$ cat src/rtl/instruction_queue_pkg.sv
`default_nettype none
// +--------------------------------------------------------------------------+
// | Module      : instruction_queue_pkg                                      |
// | Description : Shared types and constants for the fetch-to-dispatch       |
// |               instruction queue. pipe_in_t is the Fetch->Issue pipeline  |
// |               register payload; IQ_DEPTH is the instantiated depth.      |
// | Revision    : 1.0 - initial release                                      |
// +--------------------------------------------------------------------------+
package instruction_queue_pkg;

   localparam int IQ_DEPTH = 8;

   typedef struct packed {
      logic [31:0] instruction;
      logic [31:0] pc;
      logic        prediction;
      logic        branch;
      logic        jump;
   } pipe_in_t;

endpackage
`default_nettype wire

$ cat src/rtl/instruction_queue_ptr.sv
`default_nettype none
// +--------------------------------------------------------------------------+
// | Module      : iq_ptr                                                     |
// | Description : Wrapping pointer for the instruction queue. Advances by   |
// |               one on inc, wrapping naturally at 2**WIDTH. clr returns it |
// |               to zero and wins over inc.                                 |
// | Ports       : clk   - clock, rising edge                                 |
// |               reset - asynchronous active-high reset                     |
// |               inc   - advance pointer                                    |
// |               clr   - synchronous clear to zero (priority over inc)      |
// |               ptr   - current pointer value                              |
// | Revision    : 1.0 - initial release                                      |
// +--------------------------------------------------------------------------+
module iq_ptr #(
   parameter int WIDTH = 3
) (
   input  logic             clk,
   input  logic             reset,
   input  logic             inc,
   input  logic             clr,
   output logic [WIDTH-1:0] ptr
);

   always_ff @(posedge clk or posedge reset) begin
      if (reset) begin
         ptr <= '0;
      end else if (clr) begin
         ptr <= '0;
      end else if (inc) begin
         ptr <= ptr + WIDTH'(1);
      end
   end

endmodule
`default_nettype wire

$ cat src/rtl/instruction_queue.sv
`default_nettype none
// +--------------------------------------------------------------------------+
// | Module      : instruction_queue                                          |
// | Description : Circular FIFO between the Fetch->Issue pipeline register   |
// |               and dispatch/rename. One-cycle latency, no fall-through,   |
// |               full decoded from registered occupancy only.               |
// | Ports       : clk        - clock, rising edge                            |
// |               reset      - asynchronous active-high reset                |
// |               flush      - synchronous clear of all entries              |
// |               in_valid   - enqueue request                               |
// |               in_data    - entry to enqueue                              |
// |               queue_full - occupancy == DEPTH (stalls upstream register) |
// |               out_valid  - head entry present                            |
// |               out_data   - head entry, zero when empty                   |
// |               out_ready  - consumer accepts head this cycle              |
// |               count      - current occupancy                             |
// | Revision    : 1.0 - initial release                                      |
// +--------------------------------------------------------------------------+
module instruction_queue
   import instruction_queue_pkg::*;
#(
   parameter  int DEPTH = IQ_DEPTH,
   localparam int PTR_W = $clog2(DEPTH),
   localparam int CNT_W = $clog2(DEPTH + 1)
) (
   input  logic             clk,
   input  logic             reset,
   input  logic             flush,
   input  logic             in_valid,
   input  pipe_in_t         in_data,
   output logic             queue_full,
   output logic             out_valid,
   output pipe_in_t         out_data,
   input  logic             out_ready,
   output logic [CNT_W-1:0] count
);

   logic [PTR_W-1:0] head;
   logic [PTR_W-1:0] tail;
   logic [CNT_W-1:0] occupancy;
   logic             enq;
   logic             deq;

   // Storage is not reset; occupancy alone decides what is visible.
   pipe_in_t mem [DEPTH];

   // Status decodes depend only on registered occupancy, never on inputs.
   assign queue_full = (occupancy == CNT_W'(DEPTH));
   assign out_valid  = (occupancy != '0);
   assign count      = occupancy;
   assign out_data   = out_valid ? mem[head] : '0;

   // A push while full is dropped even if a pop frees a slot this cycle;
   // the upstream register is stalled and will present it again.
   assign enq = in_valid  && !queue_full && !flush;
   assign deq = out_valid && out_ready   && !flush;

   iq_ptr #(.WIDTH(PTR_W)) u_head_ptr (
      .clk   (clk),
      .reset (reset),
      .inc   (deq),
      .clr   (flush),
      .ptr   (head)
   );

   iq_ptr #(.WIDTH(PTR_W)) u_tail_ptr (
      .clk   (clk),
      .reset (reset),
      .inc   (enq),
      .clr   (flush),
      .ptr   (tail)
   );

   always_ff @(posedge clk) begin
      if (enq) begin
         mem[tail] <= in_data;
      end
   end

   always_ff @(posedge clk or posedge reset) begin
      if (reset) begin
         occupancy <= '0;
      end else if (flush) begin
         occupancy <= '0;
      end else if (enq && !deq) begin
         occupancy <= occupancy + CNT_W'(1);
      end else if (deq && !enq) begin
         occupancy <= occupancy - CNT_W'(1);
      end
   end

endmodule
`default_nettype wire

$ cat config.mk
export PLATFORM = sky130hd
export DESIGN_NAME = instruction_queue
export DESIGN_NICKNAME = d
export VERILOG_FILES = /design/src/rtl/instruction_queue_pkg.sv /design/src/rtl/instruction_queue_ptr.sv /design/src/rtl/instruction_queue.sv
export SDC_FILE = /design/constraint.sdc
export NUM_CORES = 1
export LEC_CHECK = 0
export BUFFER_PORTS_ARGS = -buffer_cell sky130_fd_sc_hd__buf_2
export CAP_MARGIN = 20
export CORE_MARGIN = 2
export CORE_UTILIZATION = 38
export CTS_CLUSTER_DIAMETER = 50
export DETAILED_ROUTE_END_ITERATION = 10
export GPL_TIMING_DRIVEN = 0
export MAX_ROUTING_LAYER = met4
export PLACE_DENSITY = 0.63
export SLEW_MARGIN = 15
export SYNTH_ARGS = -nofsm -noshare
export SYNTH_HDL_FRONTEND = slang
export SYNTH_HIERARCHICAL = 1
export SYNTH_SLANG_ARGS = --single-unit
$ cat constraint.sdc
create_clock -name clk -period 12.5 [get_ports clk]
set_input_delay 0.625 -clock clk [delete_from_list [all_inputs] [get_ports clk]]
set_output_delay 0.625 -clock clk [all_outputs]
set_load 0.005 [all_outputs]
-- Yosys cells after proc, flatten, opt, wreduce, memory -nomap -nowiden
Memory sizes are Yosys's and may differ from the RTL's.
Index checks and enable logic that the tools add are counted.
- add/sub/neg operators: 4
- reduce and logical (&&, ||, !) cells: 14
- mux-type cells: 10
- eq/ne operators: 1
- operator list (cell ; number):
    $mux W67 ; 1
    $mux W3 ; 4
    $mux W4 ; 3
    $add A3 B1 Y3 const B ; 2
    $logic_and A1 B1 Y1 ; 6
    $add A4 B1 Y4 const B ; 1
    $eq A4 B4 Y1 const B ; 1
    $logic_not A1 Y1 ; 4
    $reduce_bool A2 Y1 ; 2
    $reduce_bool A4 Y1 ; 1
    $sub A4 B1 Y4 const B ; 1
    $reduce_bool A3 Y1 ; 1
    $mux W1 ; 2
- word-level logic and storage cells: 33
- output and inout bits: 73
- memory bits (writable): 536
- input bits: 72
- bits in registers: 10
- memories: 1
- memories (name ; depth ; width ; rd ports ; clocked after memory_dff ; wr ports ; RTL line ; RTL):
    mem ; 8 ; 67 ; 1 ; 0 ; 1 ; instruction_queue.sv:45 ; pipe_in_t mem [DEPTH];

-- Logic depth before layout (Yosys ltp)
- word-level depth: 9
- depth in mapped cells: 8

-- Hierarchy
Netlist, hierarchy kept.
- modules (own cells, without submodules) (module ; seq. area each (um^2) ; cells each ; area each (um^2) ; instances):
    instruction_queue ; 16195.5 ; 910 ; 20693.6 ; 1
    iq_ptr ; 75.1 ; 12 ; 140.1 ; 2

-- Worst setup path after synthesis
Ideal clock, no wire load.
- path type: input -> register
- start: input port flush
- end: memory mem[1][0] (netlist name) (enable)
- arrival: 5919 ps
- stages on the path: 5
- path buffers: 1
- library setup time: 574 ps
- path slack: 6006 ps
- required time: 11926 ps
- cell sequence: clkbuf_1 nand2b_1 nor2_1 nand2_1 nor3_1
- word-level cells in the longest chain between the ends: 4
- ends and longest elaborated chain (item ; RTL line ; RTL):
    start: declaration ; instruction_queue.sv:28 ; input logic flush,
    $logic_not A1 Y1 ; instruction_queue.sv:55 ; assign enq = in_valid && !queue_full && !flush;
    $logic_and A1 B1 Y1 ; instruction_queue.sv:55 ;
    via enq ; instruction_queue.sv:41 ; logic enq;
    $mux W1 ; instruction_queue.sv:75 ; if (enq) begin
    $mux W1 (not written as such) ; instruction_queue.sv:76 ; mem[tail] <= in_data;
    end: declaration ; instruction_queue.sv:45 ;
The timed path passes the listed nets, and every way through them passes these cells.

==> out/results.ini <==
[synthesis]
synth_cell_types = 38
synth_warnings = 6
synth_area_leaders = edfxtp_1 (77%), mux4_2 (14%), mux2i_1 (3.3%), nor2_1 (1.4%), dfrtp_1 (1.2%)
ys_top_cells_by_count = edfxtp_1 (536), mux4_2 (134), nor2_1 (80)
ys_ff_latch = 546
seq_area_frac_synth_pct = 77.9
syn_inst = 934
yosysTopAreaCell = edfxtp_1
yosysMostFrequentCell = edfxtp_1
syn-cell-area_um2 = 21000
async_flop_share_pct = 1.83
netlist.area_leader.share_pct = 76.7
synth_edf_count = 536
synth-main-ff-cell = edfxtp_1
synth_fp_nets = 1011
syn_area_per_cell_um2 = 22.5

[clocking]
post_cts_resized = 0
path_clk_slew_ns = 0.06
cts_root_buf = clkbuf_16
clock_sinks = 546
cts_buffers = 57
htreeDepth = 2
cts_buffer_depth = 3
cts_tree = built
clk_latency_ns = 0.60

[critical_path]
r2r_start = count[3]$_DFFE_PP0P_
worst_ep_required_time_ns = 11.88
slowest_delay_ns = 0.82
cp-startpoint = count[0]$_DFFE_PP0P_
path_delay_family = simple AND/OR/NAND/NOR gates
endpoint_kind = output pin
cpMaxStageDelayCell = nor2_1
crit_buf_inv = 4
cpMostUsedCell = buf_2
worstPathMaxFanout = 10
cp-start-kind = flop
crit_chain = buf_2 > or3_1 > nor2_1 > buf_2 > buf_2 > nor2_1 > buf_2
critical_path_class = flop to output pin
critPathArrivalTime_ns = 3.41

[floorplan]
start_util_pct = 38.2
core.rowCount = 86
dieArea_um2 = 57100
pin_count = 145
die_w_um = 239
fp.coreArea_um2 = 54900
die_y_um = 239

[sta]
slew_viol_final = 0
relSlewSlack_pct = 28.6
period_share_pct = 32.3
setup_viol = 0
hold_violations = 0
rsz0062_at_grt = no
clock_skew_ns = 0.0255
finalWorstSetupSlack_ns = 8.46
max_freq_mhz = 248
fin_tns_setup_ns = 0
whs_ns = 0.299
post-route-min-period_ns = 4.04
worst_slew_pin_slew_ns = 1.07

[global_routing]
overflow = 0
grt_pass1_vias = 10200
gr-usage-all-layers_pct = 16.5
grt_pass1_wl_um = 66600
antenna_found_initial = 7
grt_max_degree = 22

[power_and_ir_drop]
ir_drop_mv = 0.121
leakagePower_nw = 7.98
power.density_nw_per_um2 = 176

[layout]
nets = 1255
syn_to_final_growth_pct = 19.0
drive_above_1_share_pct = 34.6

[routing]
post_drt_wl_per_cell_um = 23.4
drtIter0Drc = 794
viasPerCell = 5.14
vias = 9914
antenna_left = 0
first_pass_iters = 4
drc = 0
routed_wl_um = 45200

[status]
status = finished, final reports clean

[placement]
post-dp-hpwl_um = 29000
pre_cts_ws_ns = 9.00
numPortBuffers = 144
gp_congestion = 0.740

[job]
drv_cap = 0

[min_path]
min_from = in_data[17]
min_path_type = input port to flop

## power breakdown
| group | internal, mW | switching [mW] | total [mW] |
|---|---|---|---|
| Clock | 0.846 | 0.672 | 1.52 |
| Combinational | 0.352 | 0.451 | 0.803 |
| Sequential | 2.06 | 0.0174 | 2.07 |
| Total | 3.25 | 1.14 | 4.39 |
## cell families after synthesis
kind of cell	share of synthesized area, %
AOI/OAI and AO/OA	0.603
xor gates and xnor gates	0.167
adders and majority gates	0.334
and+or+nand+nor	2.13
DFF	77.9
buffers and inverters	1.15
muxes	17.7
## cell type report
type                    instances  area, um2
diodes                          7       17.5
multi-input cells             331       4440
clock inverters                23        145
plain buffers                  47        204
well taps                     704        881
fillers                      4623      29900
flip-flops and latches        546      16300
inverters                      10       37.5
repair buffers                185       1370
clock buffers                  76       1510
## final timing paths
path                       slack (ns)                       endpoint  cells after the start
max                              8.46                   out_data[55]                      7
min                              0.30           mem[4][17]$_DFFE_PP_                      1
max reg2reg                      9.47           mem[0][27]$_DFFE_PP_                      8
min reg2reg                      0.57  u_head_ptr/ptr[1]$_DFFE_PP0P_                      2
max in group asynchronous       11.82           count[0]$_DFFE_PP0P_                      3
min in group asynchronous        0.51  u_tail_ptr/ptr[1]$_DFFE_PP0P_                      3
## cells in the final DEF (no fill, tap or decap), drive strengths merged, types with 4 or more instances in the layout
cell type	instances
buf	209
clkbuf	98
clkinv	14
dfrtp	10
diode	7
edfxtp	536
ha	4
inv	16
mux2i	69
mux4	134
nor2	80
or3	4
## per-stage QoR
stage                     cell area, um2  util (%)  instances  total power [mW]
final                              25000      45.5       1929              4.39
after global routing               24900      45.5       1928              4.59
after CTS                          24900      45.4       1922              4.45
after detailed placement           23300      42.4       1822              2.94
after global placement             22600      41.1       1782              2.93
after floorplan                    21000         -        934              2.57
## layer usage
metal	wire length (um)	vias up	global-route usage, %
met3	2260	67	3.15
met1	20000	5246	22.4
met4	916	0	4.85
li1	-	4380	-
met2	22000	221	25.5
met5	0	-	-
## timing repair
item | 4_1_cts | 5_1_grt
hold buffers | 1 | 0
hold endpoints to repair | 10 | 0
setup buffers | 0 | 0
## registers in the layout (all words and copies together), names as in the netlist
signal and cells:
u_tail_ptr/ptr 3, count 4, u_head_ptr/ptr 3, mem 536
(Power assumes the default switching activity.)
